===== src/rtl/id_ex_stage.sv =====
// ID/EX pipeline register with load-use hazard detection, flush-driven bubble
// insertion and a saturating count of bubbles inserted since reset.
module id_ex_stage (
    input  logic        clk,
    input  logic        rst_n,
    input  logic        regDst,
    input  logic        branch_eq,
    input  logic        branch_ne,
    input  logic        memRead,
    input  logic        memWrite,
    input  logic        memToReg,
    input  logic        regWrite,
    input  logic        aluSrc,
    input  logic        jump,
    input  logic [1:0]  aluOp,
    input  logic [4:0]  id_rs,
    input  logic [4:0]  id_rt,
    input  logic [4:0]  id_rd,
    input  logic [31:0] id_rdata1,
    input  logic [31:0] id_rdata2,
    input  logic [31:0] id_imm,
    input  logic [31:0] id_pc4,
    input  logic        flush,
    output logic        stall,
    output logic        ex_regDst,
    output logic        ex_branch_eq,
    output logic        ex_branch_ne,
    output logic        ex_memRead,
    output logic        ex_memWrite,
    output logic        ex_memToReg,
    output logic        ex_regWrite,
    output logic        ex_aluSrc,
    output logic        ex_jump,
    output logic [1:0]  ex_aluOp,
    output logic [4:0]  ex_rs,
    output logic [4:0]  ex_rt,
    output logic [4:0]  ex_rd,
    output logic [31:0] ex_rdata1,
    output logic [31:0] ex_rdata2,
    output logic [31:0] ex_imm,
    output logic [31:0] ex_pc4,
    output logic        ex_valid,
    output logic [15:0] bubble_cnt
);

    localparam int unsigned CTRL_W = 11;
    localparam int unsigned REG_W  = 5;
    localparam int unsigned DATA_W = 32;
    localparam int unsigned WORD_W = CTRL_W + 3 * REG_W + 4 * DATA_W;
    localparam int unsigned CNT_W  = 16;

    logic              use_rs;
    logic              use_rt;
    logic              rs_match;
    logic              rt_match;
    logic              load_bubble;
    logic [WORD_W-1:0] id_word;
    logic [WORD_W-1:0] ex_word;

    // Operand usage of the ID instruction: jumps read no rs, immediates read no rt except stores
    assign use_rs   = ~jump;
    assign use_rt   = ~aluSrc | memWrite;
    assign rs_match = use_rs & (ex_rt == id_rs);
    assign rt_match = use_rt & (ex_rt == id_rt);

    // Load-use hazard; a flush discards the ID instruction so no stall is needed
    assign stall = ex_valid & ex_memRead & (ex_rt != REG_W'(0))
                 & (rs_match | rt_match) & ~flush;

    assign load_bubble = flush | stall;

    assign id_word = {regDst, branch_eq, branch_ne, memRead, memWrite, memToReg,
                      regWrite, aluSrc, jump, aluOp,
                      id_rs, id_rt, id_rd,
                      id_rdata1, id_rdata2, id_imm, id_pc4};

    // Pipeline register: capture the ID word or insert an all-zero bubble
    always_ff @(posedge clk or negedge rst_n) begin
        if (!rst_n) begin
            ex_word    <= '0;
            ex_valid   <= 1'b0;
            bubble_cnt <= '0;
        end else if (load_bubble) begin
            ex_word  <= '0;
            ex_valid <= 1'b0;
            if (bubble_cnt != {CNT_W{1'b1}}) begin
                bubble_cnt <= bubble_cnt + CNT_W'(1);
            end
        end else begin
            ex_word  <= id_word;
            ex_valid <= 1'b1;
        end
    end

    assign {ex_regDst, ex_branch_eq, ex_branch_ne, ex_memRead, ex_memWrite, ex_memToReg,
            ex_regWrite, ex_aluSrc, ex_jump, ex_aluOp,
            ex_rs, ex_rt, ex_rd,
            ex_rdata1, ex_rdata2, ex_imm, ex_pc4} = ex_word;

endmodule


===== config.mk =====
export PLATFORM = sky130hd
export DESIGN_NAME = id_ex_stage
export DESIGN_NICKNAME = d
export VERILOG_FILES = /design/src/rtl/id_ex_stage.sv
export SDC_FILE = /design/constraint.sdc
export NUM_CORES = 1
export LEC_CHECK = 0
export ABC_AREA = 1
export CORE_MARGIN = 2
export CORE_UTILIZATION = 40
export CTS_CLUSTER_DIAMETER = 100
export CTS_CLUSTER_SIZE = 28
export DETAILED_ROUTE_END_ITERATION = 10
export PLACE_DENSITY = 0.81
export SYNTH_ARGS = -nofsm -noshare
export SYNTH_HDL_FRONTEND = slang
export SYNTH_SLANG_ARGS = --single-unit

===== constraint.sdc =====
create_clock -name clk -period 2.35 [get_ports clk]
set_clock_uncertainty 0.1 [all_clocks]
set_input_delay 0.47 -clock clk [delete_from_list [all_inputs] [get_ports clk]]
set_output_delay 0.47 -clock clk [all_outputs]
set_load 0.02 [all_outputs]

==> results.txt, run 1 <==
worst-path maximum fanout - 2
Total GRT Usage - 21.02%
first-pass GRT wire length - 26.92 mm
Post-synth EDFFs - 0
mux contribution to synthesized area - 0%
Max-Cap Viols - 0
Comb pwr share - 17.3%
DIE AREA - 16990 um2
Core Util, Final - 67.22%
syn_area_per_cell - 9.558 um2
cell count of the worst hold path - 3
Core Rows - 46
slowest stage delay, CP - 480 ps
Die Height - 130.3 um
register area - 4279 um2
largest net degree at the start of global routing - 60
endpoints failing hold - 0
DRT iter0 DRCs - 272
Clock power frac - 38.8%
Final WS setup - 68.69 ps
status - completed
layout cell share with drive strength beyond 1 - 5.969%
post-place setup slack - -459.9 ps
area occupied by multi-input gates - 1308 um2
Slew @ Worst Pin - 550.0 ps
leading area contributor after synthesis - dfrtp_1
Compound-Gate Fraction of Synth Area - 0%
Routed Wire Length - 18.05 mm
most common flop cell mapped by yosys - dfrtp_1
cts bufs inserted - 17
nets - 1167
Inserted Diodes - 0
YS warnings - 0
HP Class - in -> reg
worst hold slack - 224.3 ps
Min-Delay Endpoint - ex_word[137]
I/O pin total - 329
Synth top area share - 67.02%
Psw - 1.965 mW
Max VDD drop - 446.0 uV
initial core utilization - 40.49%
Clock Tree Buf Depth - 2
Gate Count Post-Synth - 668
crit-path cells - clkdlybuf4s50_1, inv_1, nand2_1, nand2_1, nor2_2, nand3_2, nand2_2, nand2_2, nor2_1, buf_4
Yosys cell types - 19
fin cells - 1238
P_int - 5.393 mW
Startpoint Class - input port
Slew headroom - 63.34%
sequential share of the synthesized area - 67.02%
Yosys reg bits - 171
post-route ant nets - 0
Mapped Nets - 826
most common library cells after synthesis - inv_1, dfrtp_1, nor2_1
vias - 5260
RR Endpoint - bubble_cnt[10]
die width - 130.3 um
switch share - 26.70%
Final min period - 2281 ps
Max Slew Vio Count - 0
fill count - 1242
Clk Latency, worst-skew pair - 420 ps
CP required - 1780 ps
Crit Path Class - in -> out
DRC - 0
Synth area leaders - dfrtp_1, inv_1, nor2_1
Sink Count - 171
Layout area overhead - 66.04%
Finish-stage setup viols - 0
reg2reg start - bubble_cnt[0]
Core Box Area - 15770 um2
Post-Synth Simple-Gate Area - 18.24%
initial antenna violation count - 0
most common cell in the netlist - inv_1
post-synthesis cell area - 6385 um2
Flop pwr share - 43.9%
fmax - 438.3 MHz
Hold Path Origin - id_rt[4]
Post-Synth Adder-Cell Area - 0.1960%
CP Data Arrival Time - 1710 ps
share of async-settable or async-resettable flops after synthesis - 100.0%
DP Cell Count - 1204
H-Tree Depth - 4
port bufs - 328
Root Buffer - clkbuf_16
PD cells - 694.0 nW/um2
Synth Area in XOR/XNOR - 1.646%
hpwl dp - 13.59 mm
DR vias/cell - 4.249
average wire per standard cell - 14.58 um
CTS clk-pin slew, worst paths - 70 ps
R2R Setup Slk - 420 ps
Reg2Reg Depth - 7
vias in the first global route - 5185
Placed Area - 9950 um2
part of the cycle the worst path needs - 97.08%
crit path capture type - primary output
P_leak - 5.433 nW
Critical-path top delay cell - clkdlybuf4s50_1
final instance area - 10600 um2
Congestion Overflow GR - 0
largest family of logic cells by synthesized area - simple AND/OR/NAND/NOR gates
DR pass1 iterations - 4
CTS tree - done
GPL Wtd Cong - 0.8452
worst max-delay path: cells and delay by family:
| family | cells | cell delay [ps] |
|---|---|---|
| buf+inv | 3 | 690 |
| simple gates | 7 | 550 |
cell type report:
type | count | area share [%]
Clock buffer | 18 | 4.048
Clock inverter | 14 | 1.700
Inverter | 174 | 6.161
Multi-Input combinational cell | 302 | 12.33
Sequential cell | 171 | 40.36
Tap cell | 216 | 2.549
Timing Repair Buffer | 343 | 32.85
power groups by stage:
| stage | combinational (mW) | sequential, mW | clock, mW |
|---|---|---|---|
| after floorplan | 0.276 | 3.50 | 0 |
| after global placement | 1.25 | 3.28 | 0 |
| after detailed placement | 1.28 | 3.28 | 0 |
| after CTS | 1.29 | 3.23 | 2.93 |
| after global routing | 1.38 | 3.25 | 3.06 |
| final | 1.27 | 3.23 | 2.86 |
logic make-up after synthesis:
kind of cell | after synthesis
XOR/XNOR | 12
adder cells (fa/ha/maj) | 1
buffers and inverters | 195
flip-flops | 171
AND/OR/NAND/NOR | 289
flip-flops by register name (all words and copies together), names as in the netlist:
signal and flops:
bubble_cnt 16, ex_valid 1, ex_word 154
per-stage QoR:
step,setup TNS (ps),total power [mW]
2_1_floorplan,0,3.776
3_3_place_gp,-445.3,4.531
3_5_place_dp,-459.9,4.561
4_1_cts,0,7.442
5_1_grt,-0.9208,7.693
6_report,0,7.358
cell usage in the layout (no fill, tap or decap), types with 3 or more instances in the layout:
cell type	n
inv_1	172
dfrtp_1	171
xor2_1	9
nor2_1	168
nand2_1	76
nand2_2	3
clkinv_4	4
buf_12	6
nand3_1	26
clkdlybuf4s50_1	322
buf_4	9
nor2_2	4
inv_8	3
nor3_1	5
clkbuf_16	17
inv_6	4
dlymetal6s2s_1	4
xnor2_1	3
worst max-delay path by stage:
stage	slack, ps	to	depth (start not counted)	from
global route	-0.9	stall	10	id_rs[0]
global placement	-450	stall	10	id_rs[4]
finish	70	stall	10	id_rt[0]
floorplan	530	bubble_cnt[3]	7	bubble_cnt[0]
detailed placement	-460	stall	10	id_rt[0]
CTS	20	stall	10	id_rt[0]
layer usage:
layer  track usage (%)  up-vias  part of all wire (%)
met4             10.95        0                   3.8
met3             5.904       46                   7.1
li1                  -     2561                     -
met5                 0        -                     0
met1             23.26     2461                    36
met2             36.96      192                    53
repair_timing:
item                                    in CTS  in global routing
endpoints found under the setup margin       1                  1
hold endpoints to repair                    52                  0
hold buffers                                 1                  0
pin swaps                                    0                  9
gates resized for setup                      6                 11
buffers inserted                             0                  1
(Power assumes the default switching activity.)
==> run 2, diff against run 1 <==
- ABC_CLOCK_PERIOD_IN_PS: not set -> 2350
==> results of run 2 <==
The final DEF is identical to that of run 1; final timing and power are the same.
==> run 3, diff against run 2 <==
==> constraint.sdc (replaced) <==
create_clock -name clk -period 2.35 [get_ports clk]
set_clock_uncertainty 0.1 [all_clocks]
set_input_delay 0.235 -clock clk [delete_from_list [all_inputs] [get_ports clk]]
set_output_delay 0.235 -clock clk [all_outputs]
set_load 0.02 [all_outputs]
==> run 3 against run 2 <==
Against the previous run:
- flip-flop and latch count stayed put
- count of clock-buffer cells in the layout stayed put
- combinational power hardly changed
- setup slack better by 190 ps
- register-to-register slack worse by 40 ps
- critical endpoint unchanged
==> results.txt, run 3 (synthesis gave the netlist of run 1 again) <==
slowest stage delay, CP - 390 ps
Most Used Layer, Global Route - met2
Root Buffer - clkbuf_16
GRT met1 Usage - 22.28%
GRT met2 Usage - 38.28%
Slew @ Worst Pin - 554.5 ps
CTS tree - done
part of the cycle the worst path needs - 88.88%
vias in the first global route - 5449
Congestion Overflow GR - 0
Crit Path Class - reg -> out
Worst Path Buf+Inv - 2
Final WS setup - 261.2 ps
Startpoint Class - flop
Max VDD drop - 444.4 uV
Layout area overhead - 65.77%
status - completed
Clock Tree Buf Depth - 2
die width - 130.3 um
port bufs - 328
endpoints failing hold - 0
average wire per standard cell - 14.33 um
Largest regs - ex_word (154), bubble_cnt (16), ex_valid (1)
layout cell share with drive strength beyond 1 - 5.739%
PD cells - 677.2 nW/um2
initial core utilization - 40.49%
Die Height - 130.3 um
Final min period - 2089 ps
Sink Count - 171
post-route ant nets - 0
fmax - 478.7 MHz
most common library cell in the layout ignoring fill and taps - clkdlybuf4s50_1
CP delay by family, top - simple AND/OR/NAND/NOR gates
CP required - 2020 ps
largest net degree at the start of global routing - 62
nets - 1173
most frequent cells in the layout - clkdlybuf4s50_1, inv_1, nor2_1, dfrtp_1, nand2_1
DRT iter0 DRCs - 229
I/O pin total - 329
Total GRT Usage - 20.95%
hpwl dp - 13.81 mm
Finish-stage setup viols - 0
GPL Wtd Cong - 0.8460
Reg2Reg Depth - 7
DRC - 0
DIE AREA - 16990 um2
crit path capture type - primary output
Slew headroom - 62.75%
Core Box Area - 15770 um2
DR vias/cell - 4.234
DR pass1 iterations - 4
RSZ-0062 raised after global routing - no
post-CTS setup buffer count - 0
post-place setup slack - 23.40 ps
cell depth of the worst setup path - 9
cell count of the worst hold path - 3
max reg flops - 154
crit-path cells - inv_1, nand2_1, nand2_1, nor2_1, nand3_1, nand2_1, nand2_1, nor2_1, clkbuf_2
Core Util, Final - 67.11%
Post-Route Setup TNS - 0 ps
Core Rows - 46
met3 Use GR - 5.494%
Crit path top cell by count - nand2_1
Routed Wire Length - 17.82 mm
initial antenna violation count - 0
vias - 5267
CTS clk-pin slew, worst paths - 70 ps
Max-Cap Viols - 0
Critical-path top delay cell - dfrtp_1
CP Data Arrival Time - 1750 ps
Largest Register - ex_word
worst-path maximum fanout - 4
Inserted Diodes - 0
HP Class - in -> reg
Max Slew Vio Count - 0
Clk Latency, worst-skew pair - 410 ps
cts bufs inserted - 17
fill count - 1239
H-Tree Depth - 4
P_leak - 5.403 nW
first-pass GRT wire length - 27.03 mm
## run 3: cell types whose count changed in the layout (fill, tap and decap cells not counted), moves of 3 or more
| cell | previous run | this run |
|---|---|---|
| buf_4 | 9 | 13 |
| clkdlybuf4s50_1 | 322 | 326 |
| dlymetal6s2s_1 | 4 | 0 |
| clkinvlp_4 | 0 | 3 |
| nor2_1 | 168 | 171 |
| nor2_2 | 4 | 1 |
## run 3: what timing repair did
action / 4_1_cts / 5_1_grt
cloned: 0 / 0
hold buffers: 1 / 0
pin swaps: 0 / 0
hold endpoints to repair: 55 / 0
gates resized for setup: 1 / 2
endpoints found under the setup margin: 1 / 1
## run 3: cell type report
type                            count  area [um2]  share of cell area (%)
Sequential cell                   171        4279                   40.43
Timing Repair Buffer              349        3527                   33.33
Tap cell                          216       270.3                   2.553
Clock buffer                       18       429.2                   4.055
Multi-Input combinational cell    302        1290                   12.19
Clock inverter                     14       135.1                   1.277
Inverter                          174       653.1                   6.171
## run 3: per-stage QoR
| stage | hold WS (ps) | cells | power [mW] | instance area, um2 |
|---|---|---|---|---|
| after floorplan | -160.6 | 668 | 3.776 | 6385 |
| after global placement | 146.9 | 1211 | 4.545 | 10010 |
| after detailed placement | 146.8 | 1211 | 4.571 | 10010 |
| after CTS | 208.1 | 1244 | 7.253 | 10590 |
| after global routing | 219.1 | 1244 | 7.476 | 10580 |
| final | 225.9 | 1244 | 7.168 | 10580 |
## run 3: final timing paths
| kind | startpoint | end | slack, ps |
|---|---|---|---|
| setup / recovery | ex_word[136] | stall | 260 |
| hold / removal | id_imm[31] | ex_word[63] | 230 |
| setup reg to reg | bubble_cnt[0] | bubble_cnt[1] | 380 |
| hold reg to reg | bubble_cnt[9] | bubble_cnt[9] | 440 |
| max in group asynchronous | rst_n | ex_word[118] | 1160 |
| min in group asynchronous | rst_n | ex_word[24] | 270 |
## run 3: worst reg2reg max path: stages, from the launching register on
cell and delay, ps:
dfrtp_1 430, ha_1 270, nand3_2 130, nor2_2 230, nand4_4 260, nand2_2 330
nand2_1 90, nand2_1 70
## run 3: report_power, final
part,internal (mW),total [mW],switching [mW]
Clock,1.48,2.66,1.18
Sequential,3.12,3.23,0.112
Combinational,0.668,1.28,0.608
## run 3: layer usage
metal	routed length [um]	share of wire [%]	up-vias
li1	-	-	2572
met1	6279	35	2437
met2	9455	53	212
met3	1429	8.0	46
met4	658	3.7	0
met5	0	0	-
